**src/rtl/mem_arb_pkg.sv**
```systemverilog
// mem_arb_pkg: shared state encoding, size codes and byte-enable constants for the memory port arbiter
package mem_arb_pkg;
    typedef enum logic [1:0] {IDLE, DM_ACC, IF_ACC} state_t;
    localparam logic [1:0] SZ_BYTE = 2'd0;
    localparam logic [1:0] SZ_HALF = 2'd1;
    localparam logic [1:0] SZ_WORD = 2'd2;
    localparam logic [3:0] BE_ALL = 4'b1111;
endpackage

```
**src/rtl/dm_lane_gen.sv**
```systemverilog
// dm_lane_gen: byte enables, lane-replicated store data and misalignment flag for a MEM-stage access
module dm_lane_gen
    import mem_arb_pkg::*;
(
    input  logic        i_we,
    input  logic [1:0]  i_size,
    input  logic [1:0]  i_addr_lo,
    input  logic [31:0] i_wdata,
    output logic [3:0]  o_be,
    output logic [31:0] o_wdata,
    output logic        o_misalign
);
    logic w_byte;
    logic w_half;

    // Size code 3 falls through every byte/half test and so behaves as a word
    always_comb begin
        w_byte = i_size == SZ_BYTE;
        w_half = i_size == SZ_HALF;
        o_be = !i_we ? BE_ALL : w_byte ? 4'b0001 << i_addr_lo : w_half ? (i_addr_lo[1] ? 4'b1100 : 4'b0011) : BE_ALL;
        o_wdata = w_byte ? {4{i_wdata[7:0]}} : w_half ? {2{i_wdata[15:0]}} : i_wdata;
        o_misalign = w_half ? i_addr_lo[0] : !w_byte && (i_addr_lo != 2'b00);
    end
endmodule

```
**src/rtl/mem_port_arbiter.sv**
```systemverilog
// mem_port_arbiter: shares one memory port between fetch and MEM stage, MEM first, with stalls and pipeline enable
module mem_port_arbiter
    import mem_arb_pkg::*;
#(
    parameter int ADDR_W = 32
) (
    input  logic              clk,
    input  logic              rst,
    input  logic              if_req,
    input  logic [ADDR_W-1:0] if_addr,
    output logic [31:0]       if_rdata,
    output logic              if_stall,
    input  logic              dm_req,
    input  logic              dm_we,
    input  logic [1:0]        dm_size,
    input  logic [ADDR_W-1:0] dm_addr,
    input  logic [31:0]       dm_wdata,
    output logic [31:0]       dm_rdata,
    output logic              dm_stall,
    output logic              pipe_en,
    output logic              misalign_err,
    output logic              mem_req,
    output logic              mem_we,
    output logic [3:0]        mem_be,
    output logic [ADDR_W-1:0] mem_addr,
    output logic [31:0]       mem_wdata,
    input  logic [31:0]       mem_rdata,
    input  logic              mem_ready
);
    localparam logic [ADDR_W-1:0] ALIGN_MASK = ~ADDR_W'(3);

    state_t            r_state;
    state_t            w_state_nxt;
    logic              r_dm_done;
    logic              r_if_done;
    logic              r_misalign;
    logic              r_mem_we;
    logic [3:0]        r_mem_be;
    logic [ADDR_W-1:0] r_mem_addr;
    logic [31:0]       r_mem_wdata;
    logic [31:0]       r_if_rdata;
    logic [31:0]       r_dm_rdata;
    logic              w_free;
    logic              w_dm_pend;
    logic              w_if_pend;
    logic              w_go_dm;
    logic              w_go_if;
    logic              w_mis_hit;
    logic              w_misalign;
    logic [3:0]        w_be;
    logic [31:0]       w_wdata;

    dm_lane_gen u_lane (
        .i_we       (dm_we),
        .i_size     (dm_size),
        .i_addr_lo  (dm_addr[1:0]),
        .i_wdata    (dm_wdata),
        .o_be       (w_be),
        .o_wdata    (w_wdata),
        .o_misalign (w_misalign)
    );

    assign if_stall     = if_req && !r_if_done;
    assign dm_stall     = dm_req && !r_dm_done;
    assign pipe_en      = !(if_stall || dm_stall);
    assign mem_req      = r_state != IDLE;
    assign mem_we       = r_mem_we;
    assign mem_be       = r_mem_be;
    assign mem_addr     = r_mem_addr;
    assign mem_wdata    = r_mem_wdata;
    assign if_rdata     = r_if_rdata;
    assign dm_rdata     = r_dm_rdata;
    assign misalign_err = r_misalign;

    // When the port is free, launch MEM first; a misaligned MEM access is retired without touching memory
    always_comb begin
        w_free      = (r_state == IDLE) || mem_ready;
        w_dm_pend   = dm_stall && (r_state != DM_ACC);
        w_if_pend   = if_stall && (r_state != IF_ACC);
        w_go_dm     = w_free && w_dm_pend && !w_misalign;
        w_mis_hit   = w_free && w_dm_pend && w_misalign;
        w_go_if     = w_free && w_if_pend && !w_go_dm;
        w_state_nxt = w_go_dm ? DM_ACC : w_go_if ? IF_ACC : w_free ? IDLE : r_state;
    end

    // State register and done flags; done flags hold until the pipeline advances
    always_ff @(posedge clk or posedge rst) begin
        if (rst) begin
            r_state    <= IDLE;
            r_dm_done  <= 1'b0;
            r_if_done  <= 1'b0;
            r_misalign <= 1'b0;
        end else begin
            r_state    <= w_state_nxt;
            r_misalign <= w_mis_hit;
            r_dm_done  <= !pipe_en && (r_dm_done || w_mis_hit || (r_state == DM_ACC && mem_ready));
            r_if_done  <= !pipe_en && (r_if_done || (r_state == IF_ACC && mem_ready));
        end
    end

    // Latch the launched request so the memory sees stable fields until mem_ready
    always_ff @(posedge clk or posedge rst) begin
        if (rst) begin
            r_mem_we    <= 1'b0;
            r_mem_be    <= 4'b0000;
            r_mem_addr  <= '0;
            r_mem_wdata <= '0;
        end else if (w_go_dm) begin
            r_mem_we    <= dm_we;
            r_mem_be    <= w_be;
            r_mem_addr  <= dm_addr & ALIGN_MASK;
            r_mem_wdata <= w_wdata;
        end else if (w_go_if) begin
            r_mem_we    <= 1'b0;
            r_mem_be    <= BE_ALL;
            r_mem_addr  <= if_addr & ALIGN_MASK;
            r_mem_wdata <= '0;
        end
    end

    // Capture returned words for completed loads and fetches
    always_ff @(posedge clk or posedge rst) begin
        if (rst) begin
            r_if_rdata <= '0;
            r_dm_rdata <= '0;
        end else begin
            if (mem_ready && r_state == DM_ACC && !r_mem_we) r_dm_rdata <= mem_rdata;
            if (mem_ready && r_state == IF_ACC) r_if_rdata <= mem_rdata;
        end
    end
endmodule
```
**config.mk**
```make
export PLATFORM = sky130hd
export DESIGN_NAME = mem_port_arbiter
export DESIGN_NICKNAME = d
export VERILOG_FILES = /design/src/rtl/mem_arb_pkg.sv /design/src/rtl/dm_lane_gen.sv /design/src/rtl/mem_port_arbiter.sv
export SDC_FILE = /design/constraint.sdc
export NUM_CORES = 1
export LEC_CHECK = 0
export CORE_ASPECT_RATIO = 1.75
export CORE_UTILIZATION = 46
export CTS_BUF_LIST = sky130_fd_sc_hd__clkbuf_2 sky130_fd_sc_hd__clkbuf_4 sky130_fd_sc_hd__clkbuf_8
export CTS_CLUSTER_DIAMETER = 150
export DETAILED_ROUTE_END_ITERATION = 10
export PLACE_DENSITY = 0.9
export SLEW_MARGIN = 20
export SYNTH_ARGS = -nofsm -noshare
export SYNTH_HDL_FRONTEND = slang
export SYNTH_SLANG_ARGS = --single-unit
```
**constraint.sdc**
```tcl
create_clock -name clk -period 6.7 [get_ports clk]
set_input_delay 1.005 -clock clk [delete_from_list [all_inputs] [get_ports clk]]
set_output_delay 1.005 -clock clk [all_outputs]
set_load 0.01 [all_outputs]
```
==> results.py <==
metrics = {
    "grt": {
        "grt_usage_pct": 27.4,
        "overflow": 0,
        "grt_max_degree": 78,
        "grt_pass1_vias": 5194,
        "grt_pass1_wl_um": 26700,
        "grt_antenna_before_repair": 0,
    },
    "worst_setup_path": {
        "end_kind": "flip-flop",
        "path_class": "in2reg",
        "worstPathArrival_ns": 3.99,
        "worstReg2RegStart": "r_state[1]",
        "critPathRequiredTime_ns": 7.04,
        "path_max_fanout": 53,
        "regToRegEndpoint": "mem_addr[5]",
        "path_cells": "clkdlybuf4s50_1 > nor2_2 > o221ai_4 > buf_4 > nor2_1 > a31oi_1",
        "rrSetupSlack_ns": 4.26,
        "slowest_delay_ns": 0.91,
        "startpoint_type": "input port",
        "reg2reg_depth": 5,
        "worst_path_max_delay_cell": "clkdlybuf4s50_1",
    },
    "min_path": {
        "worstHoldPathCells": 1,
        "min_from": "dm_rdata[25]",
        "hold_path.class": "reg2reg",
        "hold_end": "dm_rdata[25]",
    },
    "yosys": {
        "netlist_instances": 513,
        "yosys.area.top_type_share_pct": 58.6,
        "synthFlopType": "dfrtp_1",
        "ys_seq_area_share_pct": 58.6,
        "synth_top_cell_by_area": "dfrtp_1",
        "synth_edf_count": 0,
        "async_flop_share_pct": 100,
        "synthDistinctLibCells": 38,
        "yosysMostFrequentCell": "dfrtp_1",
        "syn_avg_cell_area_um2": 11.3,
        "ys_seq_elements": 136,
        "ys_top_cells_by_area": "dfrtp_1 59%, mux2_2 12%, nand2_1 5.2%, mux2i_1 4.1%, a31oi_1 3.6%",
        "synth_area_um2": 5810,
        "ys_warn_count": 0,
        "synth_common_cells": "136 x dfrtp_1, 80 x nand2_1, 62 x mux2_2, 40 x nor2_1",
    },
    "floorplanning": {
        "die_area_um2": 13100,
        "die_h_um": 151,
        "core.rowCount": 54,
        "initial_utilization_pct": 47.0,
        "die_w_um": 87.0,
        "fp.coreArea_um2": 12400,
        "num_io_pins": 274,
    },
    "pwr": {
        "power_mw": 4.01,
        "leakagePower_nw": 3.82,
        "power.density_nw_per_um2": 446,
        "peakVddDrop_v": 0.000268,
    },
    "cts": {
        "cts_setup_buffers": 0,
        "cts_tree": "yes",
        "cts_hold_buf": 0,
        "root_buffer": "clkbuf_8",
        "cts_resized": 0,
        "cts_max_level": 4,
        "cts_buffers": 17,
        "clkTransAtPathRegs_ns": 0.08,
        "clock_latency_ns": 0.43,
        "clk_path_buf_depth": 2,
        "cts.sinks": 136,
    },
    "drt": {
        "wl_met2_um": 9650,
        "wl_met1_um": 6220,
        "met3_length_um": 1020,
        "totalWireLength_um": 17900,
        "drc": 0,
        "wl_per_cell_um": 18.8,
        "drt_first_pass_iters": 4,
        "drt_first_iter_violations": 162,
        "vias": 5107,
        "avgViaCountPerCell": 5.35,
        "antenna_violating_nets_post_route": 0,
        "top_layer": "met4",
    },
    "finish": {
        "drive_gt1_share_pct": 14.4,
        "seq_area_um2": 3400,
        "final_util_pct": 72.9,
        "area_growth_pct": 55.0,
        "fill_cells": 861,
        "diodes": 0,
        "multiInputGateArea_um2": 2200,
        "nets": 909,
        "stdcell_count": 954,
    },
    "placement": {
        "place_ws_ns": 2.65,
        "dp_hpwl_um": 13200,
        "port_buffers": 269,
        "routabilityCongestion": 0.845,
        "dp.cells": 921,
    },
    "flow_run": {
        "cap_violations": 0,
    },
    "timing": {
        "setup_tns_ns": 0,
        "fmax_mhz": 274,
        "post-route-worst-setup-slack_ns": 3.05,
        "rsz0062_at_grt": "no",
        "final-setup-viol-count": 0,
        "finalHoldViolations": 0,
        "report.final.slew_viol_count": 0,
        "relSlewSlack_pct": 32.9,
        "worstMarginPinSlew_ns": 1.01,
        "finalCritPeriodShare_pct": 54.4,
        "min_period_ns": 3.65,
        "final.setup_skew_ns": 0.0167,
    },
    "run_status": {
        "outcome": "finished clean",
    },
}
## worst max path at each step
stage | slack, ns | startpoint | to | depth (start not counted)
6_report | 3.05 | dm_size[0] | mem_addr[5] | 6
5_1_grt | 2.76 | dm_size[0] | mem_addr[31] | 6
4_1_cts | 3.08 | dm_size[0] | mem_addr[5] | 6
3_5_place_dp | 2.65 | dm_size[0] | mem_addr[31] | 6
3_3_place_gp | 2.76 | dm_size[0] | mem_wdata[19] | 6
2_1_floorplan | 2.06 | rst | dm_rdata[0] | 1
## layout by cell type, fill, tap and decap left out, types with 9 or more instances in the layout
master	netlist	layout
nand3_1	33	33
clkbuf_8	0	17
o21ai_0	26	26
nand2_1	80	80
clkdlybuf4s50_1	0	269
dfrtp_1	136	136
a31oi_1	33	33
a21oi_1	9	9
mux2i_1	24	24
nor2_1	40	40
mux2_2	62	62
## critical path, delay by kind of cell
kind / cells / cell delay (ns)
buffers and inverters: 2 / 1.47
AO/OA/AOI/OAI: 2 / 1.05
AND/OR/NAND/NOR: 2 / 0.43
## registers in the layout, summed over array words and instances (netlist names)
register and cells:
if_rdata 32, mem_we 1, mem_wdata 32, misalign_err 1, mem_be 4, mem_addr 30
dm_rdata 32, r_dm_done 1, r_if_done 1, r_state 2
## metal layers
layer,vias to the layer above,GRT usage [%]
met5,-,0
met4,0,18.5
met3,74,5.48
met2,258,48.0
met1,2476,29.1
li1,2299,-
## stage by stage
stage / instance area [µm²] / hold slack, ns
floorplan: 5810 / 0.458
global placement: 8580 / 0.471
detailed placement: 8580 / 0.481
CTS: 8980 / 0.503
global route: 9010 / 0.518
finish: 9010 / 0.500
## power breakdown
part           switching (mW)  leakage, nW  internal (mW)
Clock                   0.338        0.189          0.343
Sequential              0.232         1.65           1.22
Combinational           0.828         1.97           1.06
Total                    1.40         3.82           2.62
## cells by family after synthesis
family                 count (synthesis)  share of synthesized area, %
muxes                                 88                          16.5
and+or+nand+nor                      167                          12.2
DFF                                  136                          58.6
AOI/OAI and AO/OA                     79                          8.87
buffers and inverters                 42                          3.75
other                                  1                        0.0645
## layout make-up
class	count	area share [%]
Timing Repair Buffer	276	30.7
Multi-Input combinational cell	336	24.4
Sequential cell	136	37.8
Inverter	6	0.306
Clock buffer	18	2.68
Tap cell	168	2.33
Clock inverter	14	1.79
Power figures use the tool's default switching activity.
